<file path="src/rtl/alarm_slot_if.sv">
// Alarm scheduler bus: BCD time in, slot programming,
// snooze/stop controls, and buzzer/status outputs.
interface alarm_slot_if #(
  parameter int NUM_SLOTS = 4,
  parameter int SW        = $clog2(NUM_SLOTS)
);
  logic [1:0]           t_hour1;
  logic [3:0]           t_hour0;
  logic [3:0]           t_min1;
  logic [3:0]           t_min0;
  logic [3:0]           t_sec1;
  logic [3:0]           t_sec0;
  logic                 wr_en;
  logic [SW-1:0]        wr_slot;
  logic                 wr_enable;
  logic [1:0]           wr_hour1;
  logic [3:0]           wr_hour0;
  logic [3:0]           wr_min1;
  logic [3:0]           wr_min0;
  logic                 snooze;
  logic                 stop;
  logic                 alarm;
  logic [SW-1:0]        active_slot;
  logic                 snoozing;
  logic [NUM_SLOTS-1:0] pending;

  modport master (
    output t_hour1, t_hour0, t_min1, t_min0,
    output t_sec1, t_sec0,
    output wr_en, wr_slot, wr_enable,
    output wr_hour1, wr_hour0, wr_min1, wr_min0,
    output snooze, stop,
    input  alarm, active_slot, snoozing, pending
  );

  modport slave (
    input  t_hour1, t_hour0, t_min1, t_min0,
    input  t_sec1, t_sec0,
    input  wr_en, wr_slot, wr_enable,
    input  wr_hour1, wr_hour0, wr_min1, wr_min0,
    input  snooze, stop,
    output alarm, active_slot, snoozing, pending
  );
endinterface

</file>
<file path="src/rtl/alarm_slot_scheduler.sv">
// Multi-slot HH:MM alarm scheduler: match, arbitrate
// (lowest slot wins), ring / snooze / timeout sequencing.
module alarm_slot_scheduler #(
  parameter int NUM_SLOTS  = 4,
  parameter int SNOOZE_SEC = 300,
  parameter int RING_SEC   = 60,
  parameter int MAX_SNOOZE = 3,
  parameter int SW         = $clog2(NUM_SLOTS)
) (
  input  logic         CLK_1s,
  input  logic         reset,
  alarm_slot_if.slave  bus
);

  typedef enum logic [1:0] {
    S_IDLE,
    S_RING,
    S_SNOOZE
  } state_t;

  typedef struct packed {
    logic       armed;
    logic [1:0] h1;
    logic [3:0] h0;
    logic [3:0] m1;
    logic [3:0] m0;
  } slot_t;

  localparam logic [9:0] RING_LAST = 10'(RING_SEC - 1);
  localparam logic [9:0] SNZ_LAST  = 10'(SNOOZE_SEC - 1);
  localparam logic [3:0] SNZ_MAX   = 4'(MAX_SNOOZE);

  slot_t                r_slot [NUM_SLOTS];
  state_t               r_state;
  state_t               w_state_nxt;
  logic [9:0]           r_ring_cnt;
  logic [9:0]           w_ring_cnt_nxt;
  logic [9:0]           r_snz_tmr;
  logic [9:0]           w_snz_tmr_nxt;
  logic [3:0]           r_snz_cnt;
  logic [3:0]           w_snz_cnt_nxt;
  logic [SW-1:0]        r_active;
  logic [SW-1:0]        w_active_nxt;
  logic [NUM_SLOTS-1:0] r_pending;
  logic [NUM_SLOTS-1:0] w_pending_nxt;
  logic [NUM_SLOTS-1:0] w_match;
  logic [NUM_SLOTS-1:0] w_req;
  logic [NUM_SLOTS-1:0] w_active_oh;
  logic [NUM_SLOTS-1:0] w_first_oh;
  logic [SW-1:0]        w_first;
  logic                 w_sec_zero;
  logic                 r_alarm;

  assign w_sec_zero = (bus.t_sec1 == 4'd0) &&
                      (bus.t_sec0 == 4'd0);
  assign w_req      = w_match | r_pending;

  // per-slot compare against the running time
  always_comb begin
    w_match = '0;
    for (int i = 0; i < NUM_SLOTS; i++) begin
      w_match[i] = r_slot[i].armed &&
                   (r_slot[i].h1 == bus.t_hour1) &&
                   (r_slot[i].h0 == bus.t_hour0) &&
                   (r_slot[i].m1 == bus.t_min1) &&
                   (r_slot[i].m0 == bus.t_min0) &&
                   w_sec_zero;
    end
  end

  // lowest requesting slot, index and one-hot
  always_comb begin
    w_first    = '0;
    w_first_oh = '0;
    for (int i = NUM_SLOTS - 1; i >= 0; i--) begin
      if (w_req[i]) begin
        w_first       = SW'(i);
        w_first_oh    = '0;
        w_first_oh[i] = 1'b1;
      end
    end
  end

  // one-hot of the slot currently being served
  always_comb begin
    w_active_oh = '0;
    for (int i = 0; i < NUM_SLOTS; i++) begin
      w_active_oh[i] = (r_active == SW'(i));
    end
  end

  // slot programming; takes effect from the next edge
  always_ff @(posedge CLK_1s or posedge reset) begin
    if (reset) begin
      for (int i = 0; i < NUM_SLOTS; i++) begin
        r_slot[i] <= '0;
      end
    end else if (bus.wr_en) begin
      for (int i = 0; i < NUM_SLOTS; i++) begin
        if (bus.wr_slot == SW'(i)) begin
          r_slot[i] <= {bus.wr_enable,
                        bus.wr_hour1, bus.wr_hour0,
                        bus.wr_min1, bus.wr_min0};
        end
      end
    end
  end

  // FSM next-state, counters and pending bookkeeping
  always_comb begin
    w_state_nxt    = r_state;
    w_ring_cnt_nxt = r_ring_cnt;
    w_snz_tmr_nxt  = r_snz_tmr;
    w_snz_cnt_nxt  = r_snz_cnt;
    w_active_nxt   = r_active;
    w_pending_nxt  = r_pending;
    unique case (r_state)
      S_IDLE: begin
        if (bus.stop) begin
          w_pending_nxt = '0;
        end else if (|w_req) begin
          w_state_nxt    = S_RING;
          w_active_nxt   = w_first;
          w_pending_nxt  = w_req & ~w_first_oh;
          w_ring_cnt_nxt = '0;
          w_snz_cnt_nxt  = '0;
        end
      end
      S_RING: begin
        if (bus.stop) begin
          w_state_nxt   = S_IDLE;
          w_pending_nxt = '0;
        end else begin
          w_pending_nxt = r_pending |
                          (w_match & ~w_active_oh);
          if (bus.snooze && (r_snz_cnt < SNZ_MAX)) begin
            w_state_nxt   = S_SNOOZE;
            w_snz_cnt_nxt = r_snz_cnt + 4'd1;
            w_snz_tmr_nxt = '0;
          end else if (r_ring_cnt == RING_LAST) begin
            w_state_nxt = S_IDLE;
          end else begin
            w_ring_cnt_nxt = r_ring_cnt + 10'd1;
          end
        end
      end
      S_SNOOZE: begin
        if (bus.stop) begin
          w_state_nxt   = S_IDLE;
          w_pending_nxt = '0;
        end else begin
          w_pending_nxt = r_pending |
                          (w_match & ~w_active_oh);
          if (r_snz_tmr == SNZ_LAST) begin
            w_state_nxt    = S_RING;
            w_ring_cnt_nxt = '0;
          end else begin
            w_snz_tmr_nxt = r_snz_tmr + 10'd1;
          end
        end
      end
      default: begin
        w_state_nxt = S_IDLE;
      end
    endcase
  end

  // state, counters and registered buzzer drive
  always_ff @(posedge CLK_1s or posedge reset) begin
    if (reset) begin
      r_state    <= S_IDLE;
      r_ring_cnt <= '0;
      r_snz_tmr  <= '0;
      r_snz_cnt  <= '0;
      r_active   <= '0;
      r_pending  <= '0;
      r_alarm    <= 1'b0;
    end else begin
      r_state    <= w_state_nxt;
      r_ring_cnt <= w_ring_cnt_nxt;
      r_snz_tmr  <= w_snz_tmr_nxt;
      r_snz_cnt  <= w_snz_cnt_nxt;
      r_active   <= w_active_nxt;
      r_pending  <= w_pending_nxt;
      r_alarm    <= (w_state_nxt == S_RING);
    end
  end

  assign bus.alarm       = r_alarm;
  assign bus.active_slot = r_active;
  assign bus.snoozing    = (r_state == S_SNOOZE);
  assign bus.pending     = r_pending;

endmodule

</file>
<file path="src/flat_wrapper.sv">
// flat-port wrapper written by rule: the top's interface ports become plain ports
module alarm_slot_scheduler_flat 
#(
  parameter int NUM_SLOTS  = 4,
  parameter int SNOOZE_SEC = 300,
  parameter int RING_SEC   = 60,
  parameter int MAX_SNOOZE = 3,
  parameter int SW         = $clog2(NUM_SLOTS)
)
  (CLK_1s, reset, bus_t_hour1, bus_t_hour0, bus_t_min1, bus_t_min0, bus_t_sec1, bus_t_sec0, bus_wr_en, bus_wr_slot, bus_wr_enable, bus_wr_hour1, bus_wr_hour0, bus_wr_min1, bus_wr_min0, bus_snooze, bus_stop, bus_alarm, bus_active_slot, bus_snoozing, bus_pending);
  alarm_slot_if #(.NUM_SLOTS(NUM_SLOTS), .SW(SW)) bus_i ();
  input  logic CLK_1s;
  input  logic reset;
  input wire logic [$bits(bus_i.t_hour1)-1:0] bus_t_hour1;
  input wire logic [$bits(bus_i.t_hour0)-1:0] bus_t_hour0;
  input wire logic [$bits(bus_i.t_min1)-1:0] bus_t_min1;
  input wire logic [$bits(bus_i.t_min0)-1:0] bus_t_min0;
  input wire logic [$bits(bus_i.t_sec1)-1:0] bus_t_sec1;
  input wire logic [$bits(bus_i.t_sec0)-1:0] bus_t_sec0;
  input wire logic [$bits(bus_i.wr_en)-1:0] bus_wr_en;
  input wire logic [$bits(bus_i.wr_slot)-1:0] bus_wr_slot;
  input wire logic [$bits(bus_i.wr_enable)-1:0] bus_wr_enable;
  input wire logic [$bits(bus_i.wr_hour1)-1:0] bus_wr_hour1;
  input wire logic [$bits(bus_i.wr_hour0)-1:0] bus_wr_hour0;
  input wire logic [$bits(bus_i.wr_min1)-1:0] bus_wr_min1;
  input wire logic [$bits(bus_i.wr_min0)-1:0] bus_wr_min0;
  input wire logic [$bits(bus_i.snooze)-1:0] bus_snooze;
  input wire logic [$bits(bus_i.stop)-1:0] bus_stop;
  output wire logic [$bits(bus_i.alarm)-1:0] bus_alarm;
  output wire logic [$bits(bus_i.active_slot)-1:0] bus_active_slot;
  output wire logic [$bits(bus_i.snoozing)-1:0] bus_snoozing;
  output wire logic [$bits(bus_i.pending)-1:0] bus_pending;
  assign bus_i.t_hour1 = bus_t_hour1;
  assign bus_i.t_hour0 = bus_t_hour0;
  assign bus_i.t_min1 = bus_t_min1;
  assign bus_i.t_min0 = bus_t_min0;
  assign bus_i.t_sec1 = bus_t_sec1;
  assign bus_i.t_sec0 = bus_t_sec0;
  assign bus_i.wr_en = bus_wr_en;
  assign bus_i.wr_slot = bus_wr_slot;
  assign bus_i.wr_enable = bus_wr_enable;
  assign bus_i.wr_hour1 = bus_wr_hour1;
  assign bus_i.wr_hour0 = bus_wr_hour0;
  assign bus_i.wr_min1 = bus_wr_min1;
  assign bus_i.wr_min0 = bus_wr_min0;
  assign bus_i.snooze = bus_snooze;
  assign bus_i.stop = bus_stop;
  assign bus_alarm = bus_i.alarm;
  assign bus_active_slot = bus_i.active_slot;
  assign bus_snoozing = bus_i.snoozing;
  assign bus_pending = bus_i.pending;
  alarm_slot_scheduler #(.NUM_SLOTS(NUM_SLOTS), .SNOOZE_SEC(SNOOZE_SEC), .RING_SEC(RING_SEC), .MAX_SNOOZE(MAX_SNOOZE), .SW(SW)) u_core (.CLK_1s(CLK_1s), .reset(reset), .bus(bus_i));
endmodule
</file>
<file path="config.mk">
export PLATFORM = sky130hd
export DESIGN_NAME = alarm_slot_scheduler_flat
export DESIGN_NICKNAME = d
export VERILOG_FILES = /design/src/rtl/alarm_slot_if.sv /design/src/rtl/alarm_slot_scheduler.sv /design/src/flat_wrapper.sv
export SDC_FILE = /design/constraint.sdc
export NUM_CORES = 1
export LEC_CHECK = 0
export ABC_AREA = 1
export CAP_MARGIN = 20
export CORE_ASPECT_RATIO = 2
export CORE_UTILIZATION = 50
export CTS_CLUSTER_DIAMETER = 60
export CTS_CLUSTER_SIZE = 8
export DETAILED_ROUTE_END_ITERATION = 10
export PLACE_DENSITY = 0.71
export SYNTH_ARGS = -nofsm -noshare
export SYNTH_HDL_FRONTEND = slang
export SYNTH_SLANG_ARGS = --single-unit
</file>
<file path="constraint.sdc">
create_clock -name CLK_1s -period 3.7 [get_ports CLK_1s]
set_clock_uncertainty 0.1 [all_clocks]
set_input_delay 0.74 -clock CLK_1s [delete_from_list [all_inputs] [get_ports CLK_1s]]
set_output_delay 0.74 -clock CLK_1s [all_outputs]
set_load 0.005 [all_outputs]
</file>
Yosys cells after proc, flatten, opt, wreduce, memory -nomap -nowiden
Index checks and enable logic that the tools add are counted.
{"block": "classes", "addsub": 3, "n_lt_le_gt_ge": 1, "eq_ne": 37, "muxes": 38, "n_bitwise": 7, "n_reduce_logical": 42}
{"op": "10-bit 2-to-1 mux", "n": 11}
{"op": "4-bit equality test", "n": 12}
{"op": "4-bit 2-to-1 mux", "n": 11}
{"op": "10-bit one-hot mux with 3 select lines", "n": 1}
{"op": "1-bit logical AND", "n": 22}
{"op": "2-bit 2-to-1 mux", "n": 11}
{"op": "10-bit by 1-bit adder with 10-bit output, second input constant", "n": 2}
{"op": "10-bit one-hot mux with 2 select lines", "n": 1}
{"op": "4-bit one-hot mux with 2 select lines", "n": 2}
{"op": "2-bit inequality test, second input constant", "n": 6}
{"op": "10-bit by 6-bit equality test with 1-bit output, second input constant", "n": 1}
{"op": "10-bit by 9-bit equality test with 1-bit output, second input constant", "n": 1}
{"op": "2-bit equality test, second input constant", "n": 5}
{"op": "2-bit AND reduction", "n": 5}
{"op": "5-bit AND reduction", "n": 2}
{"op": "4-bit AND", "n": 2}
{"op": "2-bit by 1-bit equality test with 1-bit output, second input constant", "n": 4}
{"op": "2-bit equality test", "n": 4}
{"op": "4-bit logical NOT", "n": 2}
{"op": "4-bit inverter", "n": 2}
{"op": "4-bit OR", "n": 2}
{"op": "8-bit AND reduction", "n": 1}
{"op": "2-bit logical NOT", "n": 3}
{"op": "2-bit by 1-bit inequality test with 1-bit output, second input constant", "n": 3}
{"op": "other kinds (10)", "n": 12}
{"block": "totals", "regBits": 93, "output_inout_bits": 8}

Depth between registers and ports, before layout
Gate-level depths: netlist of the first run.
{"block": "depth", "depth_word": 16, "ltp_mapped": 15, "mapped_depth_nobuf": 14}

Worst setup path before layout of the first run
No wires, ideal clock.
{"block": "synth_path", "kind": "input -> register", "startpoint": "in bus_t_min1[0]", "endpoint": "reg u_core.r_ring_cnt[7]", "setup_time_ps": 116, "arrival_time_ps": 1889, "required_ps": 3484, "path_slack_ps": 1595, "path_stages": 12, "path_cell_list": "clkbuf_2 -> xnor2_1 -> nand2_1 -> nor2_1 -> nand3_2 -> nand2_4 -> nor2_4 -> nand3_4 -> nand2_4 -> buf_12 -> nand2_2 -> nand2_2"}
{"block": "synth_via", "elab_chain_cells": 8, "word_cells_on_any_way": 20, "cone_classes": "5 x eq/ne; 1 x bitwise; 14 x reduce/logical"}
{"item": "from (decl)", "line_no": "flat_wrapper.sv:16", "source": "input wire logic [$bits(bus_i.t_min1)-1:0] bus_t_min1;"}
{"item": "4-bit equality test", "line_no": "alarm_slot_scheduler.sv:65", "source": "(r_slot[i].m1 == bus.t_min1) &&"}
{"item": "1-bit logical AND", "line_no": "alarm_slot_scheduler.sv:64", "source": "(r_slot[i].h0 == bus.t_hour0) &&"}
{"item": "1-bit logical AND", "line_no": "alarm_slot_scheduler.sv:65"}
{"item": "1-bit logical AND", "line_no": "alarm_slot_scheduler.sv:66", "source": "(r_slot[i].m0 == bus.t_min0) &&"}
{"item": "4-bit OR (*)", "line_no": "alarm_slot_scheduler.sv:56", "source": "assign w_req = w_match | r_pending;"}
{"item": "4-bit OR reduction (*)", "line_no": "alarm_slot_scheduler.sv:121", "source": "end else if (|w_req) begin"}
{"item": "2-bit by 1-bit inequality test with 1-bit output (no source line) (*)"}
{"item": "8-bit AND reduction (no source line) (*)"}
{"item": "to (signal assigned)", "line_no": "alarm_slot_scheduler.sv:180", "source": "r_ring_cnt <= w_ring_cnt_nxt;"}
{"item": "to (decl)", "line_no": "alarm_slot_scheduler.sv:36", "source": "logic [9:0] r_ring_cnt;"}
Mark *: on every way between the ends. The rest lies on a longest branch, timed or not.
A chain may end at the register's enable or synchronous reset.

Final worst setup path of the first run
Ends and elaborated chain as after synthesis.

==> qor.txt, run 1 <==
kind of critical path - input port to flop
first-pass GRT wire length - 24800 um
CTS H-tree lvls - 3
worst path required time - 3.83 ns
reg2reg start - u_core.r_state[1]$_DFF_PP0_
Clock Path Buffers - 2
antenna violations before repair - 0
largest net degree at the start of global routing - 49
syn_nets - 884
Detailed Place HPWL - 11800 um
run status - finished, final reports clean
die width - 77.2 um
Hold Path Class - flop to flop
GP Congestion - 0.946
Post-Syn Instances - 833
YS warnings - 0
drt initial violations - 208
placed cells - 1014
endpoints failing setup - 0
Crit path arrival time - 2.75 ns
1st-pass router iterations - 5
Period minus WS final - 2.63 ns
worst hold stages - 2
Fin. Hold Viols - 0
maximum vdd ir drop - 431 uV
Net count, final - 936
Area Overhead vs Synth - 17.2%
Worst Hold Path EP - u_core.r_snz_cnt[1]$_DFFE_PP0P_
routed vias - 5364
most common cell after layout, fill and taps aside - nand2_1
Worst Max-Slew Pin Slew - 0.842 ns
most frequent cells in the layout - nand2_1, inv_1, dfrtp_1
Antenna Cells - 0
Worst slew margin - 0.439
FF-to-FF setup slack - 1.39 ns
clock-pin slew on the worst setup and hold paths - 0.06 ns
GRT overflow - 0
WL final - 14900 um
Layout fillers - 1070
Worst Setup End Kind - flop
core box area - 10900 um2
total CTS buffers - 9
Post-CTS Resized - 0
DRC viols - 0
Final TNS setup - 0 ns
max-slew violation total from the final report - 0
post-synthesis sequential area ratio - 0.411
DIE AREA - 11800 um2
boundary pin count - 52
number of global-route vias before repair - 5463
initial core utilization - 0.517
critical path fanouts, max - 18
Synth Register Bits - 93
Synth Cell Area - 5660 um2
Pwr Total - 2.92 mW
Root Driver - clkbuf_16
P per Cell Area - 440 nW/um2
Max Freq - 0.381 GHz
leak pwr - 3.45 nW
I/O Buffers - 51
non-filler cells in the finished layout - 1030
Max-Cap Viols - 0
# hold bufs at CTS - 0
row count - 54
hold_sp - u_core.r_snz_cnt[1]$_DFFE_PP0P_
WL/cell - 14.4 um
startpoint types - input port
post-CTS setup buffers - 0
RSZ-0062 raised after global routing - no
die height - 152 um
Reg2Reg Capture Point - u_core.r_snz_tmr[5]$_DFFE_PP0P_
share of cells above drive strength 1 - 0.0697
Post-DRT Antenna Nets - 0
worst skew pair latency - 0.34 ns
post-synthesis area per instance - 6.80 um2
Netlist cell types - 34
Tcrit/Tclk final - 0.709
Via-to-Cell Ratio - 5.21
R2R cell count - 10
CTS tree - built
clock sinks - 93
GRT Overall Usage - 0.270
## flip-flops by register name, summed over array words and instances (netlist names)
register / cells
u_core.bus.active_slot: 2
u_core.bus.alarm: 1
u_core.r_ring_cnt: 10
u_core.bus.pending: 4
u_core.r_snz_tmr: 10
u_core.r_slot: 60
u_core.r_state: 2
u_core.r_snz_cnt: 4
## worst max path at each step
stage,start,endpoint,slack (ns),cells after the start
2_1_floorplan,reset,u_core.bus.active_slot[0]$_DFFE_PP0P_,0.44,1
3_3_place_gp,bus_t_min1[0],u_core.r_ring_cnt[7]$_DFFE_PP0P_,0.78,11
3_5_place_dp,bus_t_min1[0],u_core.r_ring_cnt[7]$_DFFE_PP0P_,0.72,11
4_1_cts,bus_t_min1[0],u_core.r_ring_cnt[7]$_DFFE_PP0P_,1.06,11
5_1_grt,bus_t_hour1[1],u_core.r_ring_cnt[3]$_DFFE_PP0P_,0.95,15
6_report,bus_t_min1[0],u_core.r_ring_cnt[7]$_DFFE_PP0P_,1.07,11
## critical path, cell delays in order
cell and delay (ns):
clkdlybuf4s50_1 0.62, xor2_1 0.36, nor2_1 0.11, nand3_2 0.10
nand2_2 0.08, nor2_4 0.16, nand3_4 0.11, nand2_4 0.22
inv_1 0.11, nand2_1 0.08, nand2_2 0.05
## per-layer routing
metal / wire, um / track usage / up-vias
met1: 5280 / 0.257 / 2474
met3: 350 / 0.0299 / 62
met2: 8240 / 0.521 / 146
met4: 986 / 0.180 / 0
met5: 0 / 0 / -
li1: - / - / 2682
## cell usage after synthesis (all sizes together)
master  instances  area [um2]
inv           128         480
o31ai           2        15.0
nand3          30         178
nor4            2        12.5
nand3b          2        15.0
a21o            1        7.51
or2             2        12.5
a21boi          3        22.5
nor2           85         349
xnor2          10        87.6
nor3           13        65.1
nand2         321        1240
ha              7        87.6
dfrtp          93        2330
a21oi           9        45.0
o311ai          1        8.76
nand4          18         113
a31o            1        8.76
o21ai          79         422
xor2            7        61.3
buf             1        20.0
o22ai           2        12.5
nor3b           2        15.0
clkbuf         14        53.8
## through the flow
step                instance area [um2]  hold WS (ns)  utilization  setup slack (ns)
floorplan                          5660         0.357            -             0.440
global placement                   6320         0.373        0.578             0.780
detailed placement                 6320         0.385        0.578             0.718
CTS                                6640         0.400        0.606              1.06
global route                       6640         0.438        0.606             0.947
finish                             6640         0.401        0.606              1.07
## report_power, final
group / leakage (nW) / switching (mW) / internal, mW / total [mW]
Sequential: 1.20 / 0.139 / 1.17 / 1.31
Combinational: 2.10 / 0.404 / 0.245 / 0.649
Clock: 0.153 / 0.394 / 0.565 / 0.959
## logic make-up (layout without fill, tap and decap cells)
family          count (synthesis)  in the layout  synth area share
buf+inv                       143            200            0.0979
compound gates                 98             98            0.0957
fa+ha+maj                       7              7            0.0155
flops                          93             93             0.411
xor+xnor                       17             17            0.0263
simple gates                  475            475             0.354
## area by class of cell
cell class	count	area, um2	share of cell area
timing repair buffer	56	561	0.0844
multi-input combinational	597	2780	0.419
clock buffer	12	256	0.0386
inverter	128	482	0.0726
tap	140	175	0.0264
clock inverter	4	56.3	0.00848
sequential	93	2330	0.351
No activity file was read; power rests on OpenSTA's default activity.
==> run 2: changes to the inputs <==
==> constraint.sdc (replaced) <==
create_clock -name CLK_1s -period 2.7 [get_ports CLK_1s]
set_clock_uncertainty 0.1 [all_clocks]
set_input_delay 0.54 -clock CLK_1s [delete_from_list [all_inputs] [get_ports CLK_1s]]
set_output_delay 0.54 -clock CLK_1s [all_outputs]
set_load 0.005 [all_outputs]
==> run 2 against run 1 <==
- via count decreased by 0.56%
- largest power group unchanged
- sequential cell count unchanged
- power increased by 33%
- sequential power increased by 37%
- core utilization decreased by 0.19 points
- design area decreased by 0.32%
- first-iteration DRC count increased by 9.1%
- clock power increased by 25%
- non-clock buffer count increased by 2
- sequential share of layout area increased by 0.11 points
==> qor.txt, run 2 (synthesis results as in run 1) <==
run status - finished, final reports clean (unchanged)
Max-Cap Viols - 0 (unchanged)
Multi-input gate area - 2780 um2 (unchanged)
Util after Layout - 0.604 (was 0.606)
endpoints failing setup - 0 (unchanged)
post-CTS setup buffers - 0 (unchanged)
Area Overhead vs Synth - 16.9% (was 17.2%)
maximum vdd ir drop - 347 uV (was 431 uV)
core box area - 10900 um2 (unchanged)
Clock Path Buffers - 2 (unchanged)
largest net degree at the start of global routing - 94 (was 49)
Via-to-Cell Ratio - 5.17 (was 5.21)
worst skew pair latency - 0.35 ns (was 0.34 ns)
initial core utilization - 0.517 (unchanged)
routed vias - 5334 (was 5364)
Worst slew margin - 0.659 (was 0.439)
Tcrit/Tclk final - 0.919
GRT overflow - 0 (unchanged)
max-slew violation total from the final report - 0 (unchanged)
share of cells above drive strength 1 - 0.0717 (was 0.0697)
Reg with most FFs - u_core.r_slot (unchanged)
Detailed Place HPWL - 11700 um (was 11800 um)
clock sinks - 93 (unchanged)
Period minus WS final - 2.48 ns
Antenna Cells - 0 (unchanged)
Largest regs - u_core.r_slot: 60 flops, u_core.r_ring_cnt: 10 flops, u_core.r_snz_tmr: 10 flops (unchanged)
RSZ-0062 raised after global routing - no (unchanged)
Layout fillers - 1085 (was 1070)
total CTS buffers - 9 (unchanged)
DRC viols - 0 (unchanged)
antenna violations before repair - 0 (unchanged)
max reg flops - 60 (unchanged)
Hold WS - 0.400 ns (was 0.401 ns)
Post-CTS Resized - 0 (unchanged)
Post-DRT Antenna Nets - 0 (unchanged)
Pwr Total - 3.89 mW (was 2.92 mW)
1st-pass router iterations - 5 (unchanged)
P per Cell Area - 587 nW/um2 (was 440 nW/um2)
first-pass GRT wire length - 24800 um (about the same)
CTS tree - built (unchanged)
WL/cell - 14.3 um (was 14.4 um)
startpoint types - input port (unchanged)
CTS H-tree lvls - 3 (unchanged)
# hold bufs at CTS - 0 (unchanged)
Power Internal - 2.58 mW (was 1.98 mW)
Crit path arrival time - 2.66 ns (was 2.75 ns)
Root Driver - clkbuf_16 (unchanged)
drt initial violations - 227 (was 208)
WL final - 14800 um (was 14900 um)
leak pwr - 3.44 nW (was 3.45 nW)
Max Freq - 0.403 GHz
most common cell after layout, fill and taps aside - nand2_1 (unchanged)
row count - 54 (unchanged)
critical path fanouts, max - 18 (unchanged)
Worst Max-Slew Pin Slew - 0.507 ns (was 0.842 ns)
most frequent cells in the layout - nand2_1, inv_1, dfrtp_1 (unchanged)
Worst Setup End Kind - flop (unchanged)
kind of critical path - input port to flop (unchanged)
clock-pin slew on the worst setup and hold paths - 0.06 ns (about the same)
Seq. cell area - 2330 um2 (unchanged)
worst path required time - 2.88 ns (was 3.83 ns)
Reg power frac - 0.461 (was 0.449)
die width - 77.2 um (unchanged)
die height - 152 um (unchanged)
DIE AREA - 11800 um2 (unchanged)
Comb pwr share - 0.229 (was 0.222)
clock power share - 0.310 (was 0.328)
Net count, final - 938 (was 936)
I/O Buffers - 51 (unchanged)
Hold Path Class - flop to flop (unchanged)
Fin. Hold Viols - 0 (unchanged)
Switching Share - 0.336 (was 0.321)
number of global-route vias before repair - 5446 (was 5463)
GRT Overall Usage - 0.270 (about the same)
GP Congestion - 0.930 (was 0.946)
NetSw - 1.31 mW (was 936 uW)
boundary pin count - 52 (unchanged)
-- run 2: per-stage QoR --
step | std cells | worst slack, ns | cell area, um2 | TNS (ns)
3_3_place_gp | 1016 | -0.0590 | 6340 | -0.142
5_1_grt | 1032 | 0.0456 | 6620 | 0
3_5_place_dp | 1016 | -0.107 | 6340 | -0.751
2_1_floorplan | 833 | 0.795 | 5670 | 0
4_1_cts | 1032 | 0.258 | 6620 | 0
6_report | 1032 | 0.218 | 6620 | 0
-- run 2: power by group through the flow --
stage | clock [mW] | sequential, mW | combinational, mW
after floorplan | 0 | 1.75 | 0.631
after global placement | 0 | 1.80 | 0.867
after detailed placement | 0 | 1.81 | 0.894
after CTS | 1.22 | 1.79 | 0.898
after global routing | 1.27 | 1.81 | 1.04
final | 1.20 | 1.79 | 0.891
-- run 2: final timing paths --
check | startpoint | slack [ns] | cells after the start | end
max reg2reg | u_core.r_state[1]$_DFF_PP0_ | 0.47 | 10 | u_core.r_snz_tmr[5]$_DFFE_PP0P_
min in group asynchronous | reset | 0.56 | 3 | u_core.r_snz_tmr[8]$_DFFE_PP0P_
max in group asynchronous | reset | 1.51 | 3 | u_core.r_ring_cnt[7]$_DFFE_PP0P_
max | bus_t_min0[2] | 0.22 | 12 | u_core.r_ring_cnt[7]$_DFFE_PP0P_
min reg2reg | u_core.r_snz_cnt[2]$_DFFE_PP0P_ | 0.40 | 2 | u_core.r_snz_cnt[2]$_DFFE_PP0P_
min | u_core.r_snz_cnt[2]$_DFFE_PP0P_ | 0.40 | 2 | u_core.r_snz_cnt[2]$_DFFE_PP0P_
-- run 2: layout make-up --
| class | instances | area share |
|---|---|---|
| Timing Repair Buffer | 58 | 0.0870 |
| Clock inverter | 6 | 0.00681 |
| Clock buffer | 10 | 0.0346 |
| Inverter | 128 | 0.0732 |
| Multi-Input combinational cell | 597 | 0.420 |
| Tap cell | 140 | 0.0265 |
| Sequential cell | 93 | 0.352 |
-- run 2: worst max-delay path, cell delays in order --
cell,delay (ns)
clkdlybuf4s50_1,0.55
xnor2_1,0.49
nand2_1,0.10
nor2_1,0.16
nand3_2,0.13
nand2_4,0.10
nor2_4,0.06
nand3_4,0.08
nand2_4,0.16
inv_1,0.14
nand2_1,0.08
nand2_2,0.07
-- run 2: metal layers --
| layer | track usage | share of wire | vias to the layer above | wire length, um |
|---|---|---|---|---|
| li1 | - | - | 2687 | - |
| met1 | 0.269 | 0.36 | 2467 | 5270 |
| met2 | 0.509 | 0.56 | 126 | 8250 |
| met3 | 0.0347 | 0.025 | 54 | 371 |
| met4 | 0.173 | 0.061 | 0 | 903 |
| met5 | 0 | 0 | - | 0 |
==> run 3: changes to the inputs <==
--- a/config.mk
+++ b/config.mk
@@ -5,14 +5,14 @@
 export SDC_FILE = /design/constraint.sdc
 export NUM_CORES = 1
 export LEC_CHECK = 0
-export ABC_AREA = 1
+export ABC_AREA = 0
 export CAP_MARGIN = 20
 export CORE_ASPECT_RATIO = 2
 export CORE_UTILIZATION = 50
 export CTS_CLUSTER_DIAMETER = 60
 export CTS_CLUSTER_SIZE = 8
 export DETAILED_ROUTE_END_ITERATION = 10
-export PLACE_DENSITY = 0.71
+export PLACE_DENSITY = 0.72
 export SYNTH_ARGS = -nofsm -noshare
 export SYNTH_HDL_FRONTEND = slang
 export SYNTH_SLANG_ARGS = --single-unit
==> run 3 against run 2 <==
- global-route usage shrank 2.3 points
- sequential cell count stayed put
- largest power group unchanged
- wire length fell by 21%
- critical endpoint is now u_core.r_ring_cnt[4]$_DFFE_PP0P_
- largest cell class unchanged
- synthesized cell count decreased by 45%
==> qor.txt, run 3 <==
run status - finished, final reports clean (unchanged)
DIE AREA - 10300 um2 (was 11800 um2)
clock-pin slew on the worst setup and hold paths - 0.07 ns (was 0.06 ns)
Detailed Place HPWL - 8950 um (was 11700 um)
Tcrit/Tclk final - 0.954 (was 0.919)
die width - 72.4 um (was 77.2 um)
RSZ-0062 raised after global routing - no (unchanged)
Primary FF master, synth - dfrtp_1 (unchanged)
Post-DP Area - 5930 um2 (was 6340 um2)
most common cell after layout, fill and taps aside - dfrtp_1 (was nand2_1)
Post-DRT Antenna Nets - 0 (unchanged)
Period minus WS final - 2.58 ns (was 2.48 ns)
Crit path arrival time - 2.69 ns (was 2.66 ns)
initial core utilization - 0.511 (was 0.517)
CTS tree - built (unchanged)
Fin. Hold Viols - 0 (unchanged)
number of global-route vias before repair - 3913 (was 5446)
Clock Path Buffers - 2 (unchanged)
clock sinks - 93 (unchanged)
post-CTS setup buffers - 0 (unchanged)
Worst Max-Slew Pin Slew - 0.543 ns (was 0.507 ns)
Area Overhead vs Synth - 25.4% (was 16.9%)
Max-Cap Viols - 0 (unchanged)
Netlist cell types - 52 (was 34)
Root Driver - clkbuf_16 (unchanged)
leak pwr - 2.54 nW (was 3.44 nW)
largest net degree at the start of global routing - 55 (was 94)
P per Cell Area - 795 nW/um2 (was 587 nW/um2)
routed vias - 3765 (was 5334)
drt initial violations - 129 (was 227)
Yosys top cell by area - dfrtp_1 (unchanged)
max reg flops - 60 (unchanged)
post-synthesis sequential area ratio - 0.470 (was 0.411)
Synth area leaders - dfrtp_1, mux2_2, xnor2_1 (was dfrtp_1, nand2_1, inv_1)
Antenna Cells - 0 (unchanged)
most frequent cells in the layout - dfrtp_1, mux2_2, clkdlybuf4s50_1 (was nand2_1, inv_1, dfrtp_1)
boundary pin count - 52 (unchanged)
CTS H-tree lvls - 3 (unchanged)
Worst slew margin - 0.634 (was 0.659)
worst skew pair latency - 0.35 ns (about the same)
startpoint types - flop (was input port)
Final TNS setup - 0 ns (unchanged)
Synth Register Bits - 93 (unchanged)
maximum vdd ir drop - 514 uV (was 347 uV)
Reg with most FFs - u_core.r_slot (unchanged)
die height - 143 um (was 152 um)
core box area - 9700 um2 (was 10900 um2)
Net count, final - 598 (was 938)
Async S/R FF share, synth - 1.00 (unchanged)
Synth Cell Area - 4950 um2 (was 5660 um2)
Worst Setup End Kind - flop (unchanged)
WL final - 11600 um (was 14800 um)
endpoints failing setup - 0 (unchanged)
GRT overflow - 0 (unchanged)
GRT Overall Usage - 0.248 (was 0.270)
Via-to-Cell Ratio - 5.50 (was 5.17)
Post-synth EDFFs - 0 (unchanged)
antenna violations before repair - 0 (unchanged)
Critical Path Max Stage Delay - 0.56 ns (was 0.55 ns)
Hold Path Class - flop to flop (unchanged)
Largest regs - u_core.r_slot: 60 flops, u_core.r_ring_cnt: 10 flops, u_core.r_snz_tmr: 10 flops (unchanged)
post-synthesis area per instance - 10.8 um2 (was 6.80 um2)
Design Area, Final - 6210 um2 (was 6620 um2)
row count - 51 (was 54)
kind of critical path - flop to flop (was input port to flop)
first-pass GRT wire length - 19000 um (was 24800 um)
1st-pass router iterations - 4 (was 5)
GP Congestion - 0.865 (was 0.930)
DRC viols - 0 (unchanged)
Post-Syn Instances - 457 (was 833)
Max Freq - 0.388 GHz (was 0.403 GHz)
syn_nets - 508 (was 884)
slowest CP cell - or4b_1 (was clkdlybuf4s50_1)
setup ws final - 0.124 ns (was 0.218 ns)
total CTS buffers - 9 (unchanged)
most frequent cells after synthesis - dfrtp_1, mux2_2, xnor2_1 (was nand2_1, inv_1, dfrtp_1)
WL/cell - 17.0 um (was 14.3 um)
# hold bufs at CTS - 0 (unchanged)
worst path required time - 2.82 ns (was 2.88 ns)
share of cells above drive strength 1 - 0.245 (was 0.0717)
I/O Buffers - 51 (unchanged)
Pwr Total - 4.94 mW (was 3.89 mW)
YS warnings - 0 (unchanged)
max-slew violation total from the final report - 0 (unchanged)
pre-CTS WS - -0.206 ns (was -0.107 ns)
top-area cell type share of the netlist area - 0.470 (was 0.411)
count leader, synth - dfrtp_1 (was nand2_1)
critical path fanouts, max - 9 (was 18)
critical-path cell list - or4b_1, or4_4, o22ai_2, nand2b_1, buf_4, o21ai_1, o21a_1, o31ai_2 (was clkdlybuf4s50_1, xnor2_1, nand2_1, nor2_1, nand3_2, nand2_4, nor2_4, nand3_4, nand2_4, inv_1, nand2_1, nand2_2)
## run 3: worst paths after layout
kind	slack [ns]	from	cells after the start	endpoint
min	0.41	u_core.r_slot[29]$_DFFE_PP0P_	1	u_core.r_slot[29]$_DFFE_PP0P_
min in group asynchronous	0.51	reset	3	u_core.r_snz_tmr[8]$_DFFE_PP0P_
min reg2reg	0.41	u_core.r_slot[29]$_DFFE_PP0P_	1	u_core.r_slot[29]$_DFFE_PP0P_
max reg2reg	0.12	u_core.r_snz_tmr[6]$_DFFE_PP0P_	8	u_core.r_ring_cnt[4]$_DFFE_PP0P_
max in group asynchronous	1.52	reset	3	u_core.r_snz_tmr[6]$_DFFE_PP0P_
max	0.12	u_core.r_snz_tmr[6]$_DFFE_PP0P_	8	u_core.r_ring_cnt[4]$_DFFE_PP0P_
## run 3: per-stage QoR
step           hold slack [ns]   util  cells
3_3_place_gp             0.388  0.611    668
4_1_cts                  0.407  0.640    684
2_1_floorplan            0.378      -    457
6_report                 0.408  0.640    684
3_5_place_dp             0.394  0.611    668
5_1_grt                  0.432  0.640    684
## run 3: critical path, delay by kind of cell (launching register included)
kind,cells,cell delay (ns)
AO/OA/AOI/OAI,4,0.48
buffers and inverters,1,0.19
flip-flops,1,0.44
AND/OR/NAND/NOR,3,1.23
## run 3: kinds of logic (layout without fill, tap and decap cells)
kind of cell	after synthesis	after routing	share of synthesized area
XOR/XNOR	60	60	0.106
adder cells (fa/ha/maj)	7	7	0.0177
AND/OR/NAND/NOR	119	119	0.125
buffers and inverters	31	126	0.0240
multiplexers	61	61	0.138
flip-flops	93	93	0.470
AO/OA/AOI/OAI	86	86	0.119
## run 3: per-layer routing
| metal | wire [um] | global-route usage |
|---|---|---|
| met5 | 0 | 0 |
| met2 | 6630 | 0.467 |
| met4 | 469 | 0.141 |
| met1 | 4230 | 0.241 |
| met3 | 317 | 0.0487 |
## run 3: area by class of cell
cell class | instances | area [um2]
inverter | 12 | 48.8
clock buffer | 12 | 256
fill | 826 | 3490
timing repair buffer | 98 | 876
multi-input combinational | 333 | 2510
clock inverter | 4 | 22.5
sequential | 93 | 2330
tap | 132 | 165
## run 3: report_power, final
part           switching [mW]  total (mW)  internal, mW
registers               0.223        1.89          1.67
logic                   0.929        1.86         0.928
clock network           0.523        1.19         0.670
## run 3: what timing repair did
action / CTS / global route
endpoints found under the setup margin: 0 / 1
hold endpoints to repair: 0 / 0
resized for setup: 0 / 1
